File: src/rtl/hand_walker_if.sv
// hand_walker_if: start/head, card RAM read bus and card stream of the hand walker.
// HAND_WALKER_SUM_EN adds the rank_sum output.
interface hand_walker_if #(
    parameter int ADDR_W = 10,
    parameter int CARD_W = 6
);
    logic                     start;
    logic [ADDR_W-1:0]        head_addr;
    logic [ADDR_W-1:0]        mem_addr;
    logic                     mem_rd;
    logic [CARD_W+ADDR_W-1:0] mem_rdata;
    logic [CARD_W-1:0]        card;
    logic                     card_valid;
    logic                     card_ready;
    logic [5:0]               count;
    logic                     busy;
    logic                     done;
    logic                     err;
`ifdef HAND_WALKER_SUM_EN
    logic [9:0]               rank_sum;
`endif
    modport slave (
`ifdef HAND_WALKER_SUM_EN
        output rank_sum,
`endif
        input  start, head_addr, mem_rdata, card_ready,
        output mem_addr, mem_rd, card, card_valid, count, busy, done, err
    );
    modport master (
`ifdef HAND_WALKER_SUM_EN
        input  rank_sum,
`endif
        output start, head_addr, mem_rdata, card_ready,
        input  mem_addr, mem_rd, card, card_valid, count, busy, done, err
    );
endinterface

File: src/rtl/hand_walker.sv
// hand_walker: walks a hand's linked list in card RAM and streams its cards out.
// HAND_WALKER_SUM_EN adds a running rank_sum of accepted cards.
module hand_walker #(
    parameter int                ADDR_W    = 10,
    parameter int                CARD_W    = 6,
    parameter logic [ADDR_W-1:0] NULL_ADDR = 10'h3FF,
    parameter int                MAX_CARDS = 52
) (
    input logic          clk,
    input logic          resetn,
    hand_walker_if.slave bus
);
    typedef enum logic [2:0] {IDLE, FETCH, WAIT, EMIT, FIN} state_t;
    localparam logic [5:0] LAST = 6'(MAX_CARDS - 1);

    state_t            state_q, state_d;
    logic [ADDR_W-1:0] ptr_q, ptr_d;
    logic [CARD_W-1:0] card_q, card_d;
    logic [5:0]        count_q, count_d;
    logic              err_q, err_d;
    logic              done_q, done_d;
    logic              go, accept;

    assign go             = state_q == IDLE && bus.start;
    assign accept         = state_q == EMIT && bus.card_ready;
    assign bus.mem_addr   = ptr_q;
    assign bus.mem_rd     = state_q == FETCH;
    assign bus.card       = card_q;
    assign bus.card_valid = state_q == EMIT;
    assign bus.count      = count_q;
    assign bus.busy       = state_q != IDLE;
    assign bus.done       = done_q;
    assign bus.err        = err_q;

    always_comb begin
        state_d = state_q;
        ptr_d   = ptr_q;
        card_d  = card_q;
        count_d = count_q;
        err_d   = err_q;
        done_d  = 1'b0;
        case (state_q)
            IDLE: if (bus.start) begin
                ptr_d   = bus.head_addr;
                count_d = '0;
                err_d   = 1'b0;
                state_d = bus.head_addr == NULL_ADDR ? FIN : FETCH;
            end
            FETCH: state_d = WAIT;
            WAIT: begin
                card_d  = bus.mem_rdata[CARD_W+ADDR_W-1:ADDR_W];
                ptr_d   = bus.mem_rdata[ADDR_W-1:0];
                state_d = EMIT;
            end
            EMIT: if (bus.card_ready) begin
                count_d = count_q == 6'(MAX_CARDS) ? count_q : count_q + 6'd1;
                // a list still pointing onward after MAX_CARDS cards must contain a loop
                err_d   = ptr_q != NULL_ADDR && count_q == LAST;
                state_d = ptr_q == NULL_ADDR || count_q == LAST ? FIN : FETCH;
            end
            FIN: begin
                done_d  = !err_q;
                state_d = IDLE;
            end
            default: state_d = IDLE;
        endcase
    end

    always_ff @(posedge clk or negedge resetn) begin
        if (!resetn) begin
            state_q <= IDLE;
            ptr_q   <= '0;
            card_q  <= '0;
            count_q <= '0;
            err_q   <= 1'b0;
            done_q  <= 1'b0;
        end else begin
            state_q <= state_d;
            ptr_q   <= ptr_d;
            card_q  <= card_d;
            count_q <= count_d;
            err_q   <= err_d;
            done_q  <= done_d;
        end
    end

`ifdef HAND_WALKER_SUM_EN
    logic [9:0] sum_q, sum_d;
    assign bus.rank_sum = sum_q;
    always_comb sum_d = go ? '0 : accept ? sum_q + {6'd0, card_q[3:0]} : sum_q;
    always_ff @(posedge clk or negedge resetn) begin
        if (!resetn) sum_q <= '0;
        else sum_q <= sum_d;
    end
`else
    logic unused_go;
    assign unused_go = go ^ accept;
`endif
endmodule
File: src/flat_wrapper.sv
// flat-port wrapper written by rule: the top's interface ports become plain ports
module hand_walker_flat 
#(
    parameter int                ADDR_W    = 10,
    parameter int                CARD_W    = 6,
    parameter logic [ADDR_W-1:0] NULL_ADDR = 10'h3FF,
    parameter int                MAX_CARDS = 52
)
  (clk, resetn, bus_start, bus_head_addr, bus_mem_rdata, bus_card_ready, bus_mem_addr, bus_mem_rd, bus_card, bus_card_valid, bus_count, bus_busy, bus_done, bus_err);
  hand_walker_if #(.ADDR_W(ADDR_W), .CARD_W(CARD_W)) bus_i ();
  input logic clk;
  input logic resetn;
  input wire logic [$bits(bus_i.start)-1:0] bus_start;
  input wire logic [$bits(bus_i.head_addr)-1:0] bus_head_addr;
  input wire logic [$bits(bus_i.mem_rdata)-1:0] bus_mem_rdata;
  input wire logic [$bits(bus_i.card_ready)-1:0] bus_card_ready;
  output wire logic [$bits(bus_i.mem_addr)-1:0] bus_mem_addr;
  output wire logic [$bits(bus_i.mem_rd)-1:0] bus_mem_rd;
  output wire logic [$bits(bus_i.card)-1:0] bus_card;
  output wire logic [$bits(bus_i.card_valid)-1:0] bus_card_valid;
  output wire logic [$bits(bus_i.count)-1:0] bus_count;
  output wire logic [$bits(bus_i.busy)-1:0] bus_busy;
  output wire logic [$bits(bus_i.done)-1:0] bus_done;
  output wire logic [$bits(bus_i.err)-1:0] bus_err;
  assign bus_i.start = bus_start;
  assign bus_i.head_addr = bus_head_addr;
  assign bus_i.mem_rdata = bus_mem_rdata;
  assign bus_i.card_ready = bus_card_ready;
  assign bus_mem_addr = bus_i.mem_addr;
  assign bus_mem_rd = bus_i.mem_rd;
  assign bus_card = bus_i.card;
  assign bus_card_valid = bus_i.card_valid;
  assign bus_count = bus_i.count;
  assign bus_busy = bus_i.busy;
  assign bus_done = bus_i.done;
  assign bus_err = bus_i.err;
  hand_walker #(.ADDR_W(ADDR_W), .CARD_W(CARD_W), .NULL_ADDR(NULL_ADDR), .MAX_CARDS(MAX_CARDS)) u_core (.clk(clk), .resetn(resetn), .bus(bus_i));
endmodule
File: config.mk
export PLATFORM = sky130hd
export DESIGN_NAME = hand_walker_flat
export DESIGN_NICKNAME = d
export VERILOG_FILES = /design/src/rtl/hand_walker_if.sv /design/src/rtl/hand_walker.sv /design/src/flat_wrapper.sv
export SDC_FILE = /design/constraint.sdc
export NUM_CORES = 1
export LEC_CHECK = 0
export ABC_AREA = 1
export ABC_CLOCK_PERIOD_IN_PS = 2850
export CAP_MARGIN = 10
export CORE_UTILIZATION = 30
export CTS_CLUSTER_DIAMETER = 40
export DETAILED_ROUTE_END_ITERATION = 16
export RECOVER_POWER = 100
export SETUP_SLACK_MARGIN = 0.02
export SLEW_MARGIN = 20
export SYNTH_ARGS = -nofsm -noshare
export SYNTH_HDL_FRONTEND = slang
export SYNTH_SLANG_ARGS = --single-unit
File: constraint.sdc
create_clock -name clk -period 2.85 [get_ports clk]
set_clock_uncertainty 0.05 [all_clocks]
set_input_delay 0.285 -clock clk [delete_from_list [all_inputs] [get_ports clk]]
set_output_delay 0.285 -clock clk [all_outputs]
set_load 0.01 [all_outputs]
-- Word-level counts from Yosys, hierarchy flattened
Cells that the tools add are included.
- add/subtract/negate cells: 1
- equal/unequal tests: 12
- multiplexer cells: 15
- reduce and logical (&&, ||, !) cells: 11
- operators by type and width (operator ; number):
    10-bit equality test, second input constant ; 2
    10-bit one-hot mux with 2 select lines ; 1
    6-bit two-way mux ; 3
    6-bit equality test, second input constant ; 2
    3-bit two-way mux ; 4
    3-bit one-hot mux with 4 select lines ; 1
    6-bit one-hot mux with 2 select lines ; 1
    10-bit two-way mux ; 1
    10-bit != test, second input constant ; 1
    6-bit by 1-bit adder with 6-bit output, second input constant ; 1
    3-bit by 2-bit equality test with 1-bit output, second input constant ; 2
    2-bit != test, second input constant ; 3
    2-bit AND reduction ; 2
    4-bit AND reduction ; 1
    2-bit nonzero test ; 2
    3-bit by 1-bit equality test with 1-bit output, second input constant ; 1
    3-bit equality test, second input constant ; 1
    3-bit logical NOT ; 1
    1-bit two-way mux ; 3
    3-bit AND reduction ; 1
    3-bit nonzero test ; 1
    1-bit one-hot mux with 2 select lines ; 1
    1-bit logical AND ; 1
    1-bit logical NOT ; 1
    1-bit logical OR ; 1
- flip-flop bits (word level): 27
- input port bits: 30
- word-level logic and storage cells: 45

-- Longest topological paths before layout
Gate-level depths: netlist of run 1.
- depth in word-level cells: 5
- gate-level depth with buffers: 9
- gate-level depth less buffers: 9

-- Least setup slack after synthesis of run 1
No wires, ideal clock.
- kind: flip-flop to flip-flop
- start: register u_core.state_q[1]
- end: register u_core.count_q[2], in the netlist u_core.bus.count[2]
- arrival: 1.202 ns
- setup slack: 1.532 ns
- cell stages (with the launch flop): 9
- path buffers: 1
- clock period less this slack: 1.318 ns
- path through: dfrtp_1 > buf_6 > nor3_4 > inv_1 > nand2_2 > nand2_2 > nor2_4 > nand2_1 > nand2_1
- longest elaborated chain between the ends: 3
- ends and longest elaborated chain (element ; line ; text):
    start, declared ; hand_walker.sv:16 ; state_t state_q, state_d;
    start signal, assigned ; hand_walker.sv:78 ; state_q <= state_d;
    3-bit by 2-bit equality test with 1-bit output or 3-bit logical NOT (tied branches) ; -- ;
    2-bit != test (no line) or 2-bit nonzero test (tied branches) ; -- ;
    4-bit AND reduction (no line) ; -- ;
    end signal, assigned ; hand_walker.sv:81 ; count_q <= count_d;
    end, declared ; hand_walker.sv:19 ; logic [5:0] count_q, count_d;
Several ways; a longest one is shown, not always the timed one.
A chain may end at the register's enable or synchronous reset.

-- Worst setup path after layout of run 1
- start: register u_core.state_q[1]
- end: output bus_card_valid
- longest elaborated chain between the ends: 1
- ends and longest elaborated chain (element ; line ; text):
    3-bit by 2-bit equality test with 1-bit output ; -- ;
    end, declared ; flat_wrapper.sv:20 ; output wire logic [$bits(bus_i.card_valid)-1:0] bus_card_valid;
Every way passes these cells.

==> results of run 1 <==
## layout make-up
cell class	instances	area, um^2	area share [%]
Multi-Input combinational cell	128	802	36.0
Clock buffer	3	41.3	1.85
Inverter	12	51.3	2.30
Sequential cell	27	676	30.3
Clock inverter	1	5.00	0.225
Tap cell	70	87.6	3.93
Timing Repair Buffer	57	564	25.3
## stage by stage
| stage | utilization [%] | total power [mW] | area [um^2] | setup WS [ns] |
|---|---|---|---|---|
| after floorplan | - | 1.54 | 1610 | 1.53 |
| after global placement | 43.1 | 1.96 | 2220 | 0.878 |
| after detailed placement | 43.1 | 1.98 | 2220 | 0.862 |
| after CTS | 44.0 | 2.21 | 2260 | 0.539 |
| after global routing | 43.3 | 2.26 | 2230 | 0.326 |
| final | 43.3 | 2.07 | 2230 | 0.518 |
## flip-flops by register name, summed over array words and instances (netlist names)
register             count
u_core.bus.err           1
u_core.bus.count         6
u_core.state_q           3
u_core.bus.done          1
u_core.bus.card          6
u_core.bus.mem_addr     10
## report_power, final
part | total, mW | internal [mW] | switching [mW]
sequential | 0.697 | 0.535 | 0.162
clock | 0.219 | 0.0980 | 0.121
combinational | 1.15 | 0.542 | 0.610
total | 2.07 | 1.17 | 0.893
## cell usage in the layout (no fill, tap or decap)
master,count
a21oi_1,1
a31oi_2,10
clkbuf_1,1
clkbuf_8,3
clkdlybuf4s50_1,29
clkinv_2,1
clkinvlp_2,1
dfrtp_1,27
dlygate4sd3_1,27
ha_1,2
inv_1,8
inv_2,2
inv_6,1
mux2_2,6
nand2_1,50
nand2_2,3
nand3_1,9
nand3_4,2
nand3b_1,1
nand4_1,13
nand4_4,1
nor2_1,11
nor2_2,10
nor2_4,1
nor3_1,1
nor3_4,1
nor4_1,1
o21ai_0,1
xnor2_1,2
xor2_1,2
## worst max-delay path: cells and delay by family (launching register included)
kind | cells | cell delay (ns)
buf+inv | 2 | 0.76
simple gates | 1 | 0.22
flops | 1 | 0.75
## Yosys cell counts, drive strengths merged
master,count,area share [%]
a21oi,1,0.31
a31oi,10,7.8
buf,5,2.6
clkbuf,2,0.47
dfrtp,27,42
ha,2,1.6
inv,12,3.3
mux2,6,4.2
nand2,53,14
nand3,11,5.8
nand3b,1,0.47
nand4,14,6.4
nor2,22,7.2
nor3,2,1.3
nor4,1,0.39
o21ai,1,0.31
xnor2,2,1.1
xor2,2,1.1
## final timing paths
check	from	end	slack, ns
max in group asynchronous	resetn	u_core.state_q[2]	1.09
worst min-delay path	u_core.bus.err	u_core.bus.done	0.42
worst max register to register	u_core.state_q[1]	u_core.bus.mem_addr[3]	0.55
min in group asynchronous	resetn	u_core.bus.count[1]	0.82
worst max-delay path	u_core.state_q[1]	bus_card_valid	0.52
worst min register to register	u_core.bus.err	u_core.bus.done	0.42
## per-layer routing
layer / up-vias / GRT usage (%) / share of wire, %
met2: 43 / 25.2 / 47
met4: 0 / 2.47 / 0.52
li1: 695 / - / -
met3: 2 / 3.35 / 6.8
met5: - / 0 / 0
met1: 647 / 18.7 / 45
## kinds of logic after synthesis
| family | synth area share, % |
|---|---|
| and+or+nand+nor | 35.4 |
| DFF | 42.0 |
| buffers and inverters | 6.30 |
| AOI/OAI and AO/OA | 8.40 |
| muxes | 4.20 |
| xor gates and xnor gates | 2.18 |
| adders and majority gates | 1.55 |
==> impl_metrics.py, run 1 <==
metrics = {
    "pwr": {
        "powerDensity_nw_per_um2": 928,
        "irDropWorstVdd_mv": 0.287,
        "leakage_nw": 0.958,
    },
    "timing": {
        "max_clock_freq_ghz": 0.429,
        "maxSlewViolCount": 0,
        "rsz0062_at_grt": "no",
        "period_needed_ns": 2.33,
        "worst_slew_pin_slew_ns": 1.43,
        "setup_violations": 0,
        "finalHoldViolations": 0,
        "fin_crit_sh_pct": 81.8,
        "timing.hold.ws_ns": 0.418,
        "finalSetupTns_ns": 0,
        "max_slew_margin_pct": 4.45,
    },
    "min_path": {
        "hp-class": "reg -> reg",
        "holdPathStages": 1,
    },
    "drt": {
        "antenna_left": 0,
        "wl_um": 3680,
        "num_vias": 1387,
        "remaining_drc_errors": 0,
        "detail_route.vias_per_cell": 4.65,
        "drt_iter0_drc": 62,
        "wire_per_inst_um": 12.4,
        "first_pass_iters": 4,
    },
    "worst_setup_path": {
        "cpPeakStageDelay_ns": 0.75,
        "worstRegToRegCells": 3,
        "path_cells": "nand3_4 -> inv_6 -> dlygate4sd3_1",
        "crit_path_max_fanout": 15,
        "cp.required_ns": 2.52,
        "path_class": "reg -> out",
        "cp_data_arrival_time_ns": 2.00,
        "slowest_stage": "dfrtp_1",
        "worst_setup_path_end_kind": "output pin",
        "setup.worst_path.start_class": "flip-flop",
    },
    "floorplan": {
        "row_count": 26,
        "die_w_um": 75.2,
        "die_y_um": 75.2,
        "die_area_um2": 5660,
        "start_util_pct": 31.3,
        "core_um2": 5140,
        "io_pins": 57,
    },
    "grt": {
        "grt_max_degree": 28,
        "grt_pass1_vias": 1389,
        "grt_pass1_wl_um": 6170,
        "overflow": 0,
        "globalRouteTotalUtil_pct": 14.5,
        "antenna_found_initial": 0,
    },
    "yosys": {
        "avgSynthCellArea_um2": 9.25,
        "synth_cell_types": 30,
        "ys_seq_area_share_pct": 42.0,
        "yosys_register_bits": 27,
        "synthesis.area_um2": 1610,
        "netlist_instances": 174,
        "synth_fp_nets": 206,
        "yosys_warnings": 0,
    },
    "clock_tree": {
        "cts_resized": 0,
        "hold_buffers": 0,
        "worstSkewPairLatency_ns": 0.27,
        "cts_buffers": 3,
        "clock_path_buffers": 2,
        "cts_max_level": 1,
        "cts_tree": "built",
        "cts.sinks": 27,
        "cts.reportedPaths.clkPinSlew_ns": 0.10,
        "root_buffer": "clkbuf_8",
        "postCtsSetupBuffers": 0,
    },
    "flow_run": {
        "maxCapViolations": 0,
    },
    "placed_design": {
        "portBuffers": 56,
        "routabilityCongestion": 0.805,
        "place.detailed.hpwl_um": 2800,
        "dp.cells": 294,
    },
    "finish": {
        "nets": 261,
        "layout-drive-gt1-share_pct": 18.4,
        "syn_to_final_growth_pct": 38.4,
        "antenna_cells": 0,
        "n_fill_cell": 560,
        "instances_no_fill": 298,
    },
    "status": {
        "status": "finished, final reports clean",
    },
}
No activity file was read; power rests on OpenSTA's default activity.
==> inputs of run 2 (changes only) <==
--- a/config.mk
+++ b/config.mk
@@ -6,7 +6,7 @@
 export NUM_CORES = 1
 export LEC_CHECK = 0
 export ABC_AREA = 1
-export ABC_CLOCK_PERIOD_IN_PS = 2850
+export ABC_CLOCK_PERIOD_IN_PS = 1900
 export CAP_MARGIN = 10
 export CORE_UTILIZATION = 30
 export CTS_CLUSTER_DIAMETER = 40
==> constraint.sdc (replaced) <==
create_clock -name clk -period 1.9 [get_ports clk]
set_clock_uncertainty 0.05 [all_clocks]
set_input_delay 0.19 -clock clk [delete_from_list [all_inputs] [get_ports clk]]
set_output_delay 0.19 -clock clk [all_outputs]
set_load 0.01 [all_outputs]
==> run 2 against run 1 <==
Combinational power rose by 60%. Global-route usage rose by 1.0 points. Critical path type unchanged. Total power rose by 54%. Wire length rose by 3.5%. Worst setup slack got worse by 0.41 ns. Core utilization rose by 1.1 points. Non-clock buffer count rose by 7. Die area did not move. Sequential cell count did not move. First-iteration DRC count rose by 31%. Cell count rose by 2.3%. Highest routed layer unchanged. Register-to-register slack got worse by 0.35 ns.
==> impl_metrics.py, run 2 (synthesis results as in run 1) <==
metrics = {
    "status": {
        "status": "finished, final reports clean",
    },
    "timing": {
        "worst_slew_pin_slew_ns": 0.680,
        "finalHoldViolations": 0,
        "setup_violations": 0,
        "rsz0062_at_grt": "no",
        "max_slew_margin_pct": 54.7,
        "maxSlewViolCount": 0,
        "period_needed_ns": 1.79,
        "max_clock_freq_ghz": 0.558,
        "finalSetupTns_ns": 0,
        "fin_crit_sh_pct": 94.3,
    },
    "finish": {
        "nets": 268,
        "largest_reg_flops": 10,
        "syn_to_final_growth_pct": 41.9,
        "final_common_cell": "nand2_1",
        "n_fill_cell": 540,
        "final_area_um2": 2280,
        "seq_area_um2": 678,
        "layout_common_cells": "nand2_1 (49), clkdlybuf4s50_1 (30), dlygate4sd3_1 (25), dfrtp_1 (25), nor2_1 (18)",
        "antenna_cells": 0,
        "multi_input_area_um2": 810,
        "layout-drive-gt1-share_pct": 18.7,
    },
    "clock_tree": {
        "worstSkewPairLatency_ns": 0.28,
        "cts.reportedPaths.clkPinSlew_ns": 0.10,
        "cts.sinks": 27,
        "cts_tree": "built",
        "hold_buffers": 0,
        "cts_buffers": 3,
        "cts_max_level": 1,
        "root_buffer": "clkbuf_8",
        "clock_path_buffers": 2,
    },
    "drt": {
        "m1WireLength_um": 1830,
        "num_vias": 1362,
        "drt_iter0_drc": 81,
        "routed.top_layer": "met4",
        "wl_um": 3810,
        "remaining_drc_errors": 0,
        "antenna_left": 0,
        "first_pass_iters": 4,
        "wl_met2_um": 1780,
        "detail_route.vias_per_cell": 4.47,
        "wire_per_inst_um": 12.5,
        "route.met3.wl_um": 160,
    },
    "worst_setup_path": {
        "slowest_stage": "clkdlybuf4s50_1",
        "crit_family": "buffers and inverters",
        "setup.worst_path.start_class": "flip-flop",
        "ff2ff_setup_slack_ns": 0.20,
        "worstRegToRegCells": 7,
        "cp_data_arrival_time_ns": 1.55,
        "path_cells": "nor3_2 -> clkdlybuf4s50_1",
        "crit_path_max_fanout": 5,
        "cpPeakStageDelay_ns": 0.57,
        "path_class": "reg -> out",
        "worst_setup_path_end_kind": "output pin",
        "cp.required_ns": 1.66,
        "crit_start": "u_core.state_q[1]",
        "rr_startpoint": "u_core.state_q[1]",
        "crit_buf_inv": 1,
        "regToRegEndpoint": "u_core.bus.mem_addr[4]",
    },
    "floorplan": {
        "die_w_um": 75.2,
        "core_um2": 5140,
        "die_y_um": 75.2,
        "io_pins": 57,
        "row_count": 26,
        "die_area_um2": 5660,
        "start_util_pct": 31.3,
    },
    "grt": {
        "overflow": 0,
        "grt_pass1_vias": 1383,
        "grt_max_degree": 28,
        "grt_pass1_wl_um": 6560,
        "globalRouteTotalUtil_pct": 15.5,
        "antenna_found_initial": 0,
    },
    "pwr": {
        "irDropWorstVdd_mv": 0.450,
        "powerDensity_nw_per_um2": 1400,
        "fin_total_pwr_mw": 3.19,
        "leakage_nw": 1.01,
    },
    "placed_design": {
        "routabilityCongestion": 0.810,
        "post_dp_cell_area_um2": 2270,
        "portBuffers": 56,
        "place.detailed.hpwl_um": 2900,
    },
    "min_path": {
        "hp-class": "in -> async",
    },
    "flow_run": {
        "maxCapViolations": 0,
    },
}
## run 2: cell count changes in the layout (fill, tap and decap cells not counted), moves of 2 or more
cell           change
clkbuf_2           +2
dlygate4sd3_1      -2
nor2_2             -7
dfrtp_1            -2
dfrtp_2            +2
buf_4              +5
nor2_1             +7
inv_1              +3
## run 2: cell type report
cell class,count,area share (%)
Multi-Input combinational cell,128,35.5
Sequential cell,27,29.7
Timing Repair Buffer,64,26.9
Tap cell,70,3.84
Inverter,12,1.97
Clock buffer,3,1.81
Clock inverter,1,0.329
## run 2: power by group
| part | switching, mW | leakage (nW) | internal (mW) |
|---|---|---|---|
| logic | 0.960 | 0.662 | 0.882 |
| registers | 0.196 | 0.326 | 0.808 |
| clock network | 0.196 | 0.0217 | 0.149 |
| total | 1.35 | 1.01 | 1.84 |
## run 2: per-stage QoR
step | hold slack [ns] | instances | setup slack (ns) | util, %
floorplan | -0.156 | 174 | 0.582 | -
global placement | 0.431 | 300 | 0.287 | 44.2
detailed placement | 0.425 | 300 | 0.278 | 44.2
CTS | 0.251 | 304 | 0.0373 | 45.3
global route | 0.458 | 305 | 0.0211 | 44.4
finish | 0.420 | 305 | 0.109 | 44.4
## run 2: how the worst max path moves through the flow
stage / cells after the start / end / slack [ns]
floorplan: 8 / u_core.bus.count[2] / 0.58
global placement: 3 / bus_card_valid / 0.29
detailed placement: 3 / bus_card_valid / 0.28
CTS: 4 / bus_card_valid / 0.04
global route: 7 / u_core.bus.mem_addr[2] / 0.02
finish: 2 / bus_mem_rd / 0.11
## run 2: routing by layer
metal | track usage [%] | up-vias
met1 | 21.0 | 619
met5 | 0 | -
met3 | 2.54 | 4
li1 | - | 705
met2 | 25.1 | 34
met4 | 5.56 | 0
## run 2: what timing repair did
item | CTS | global route
setup endpoints to repair | 2 | 3
resized for setup | 3 | 2
setup buffers | 0 | 1
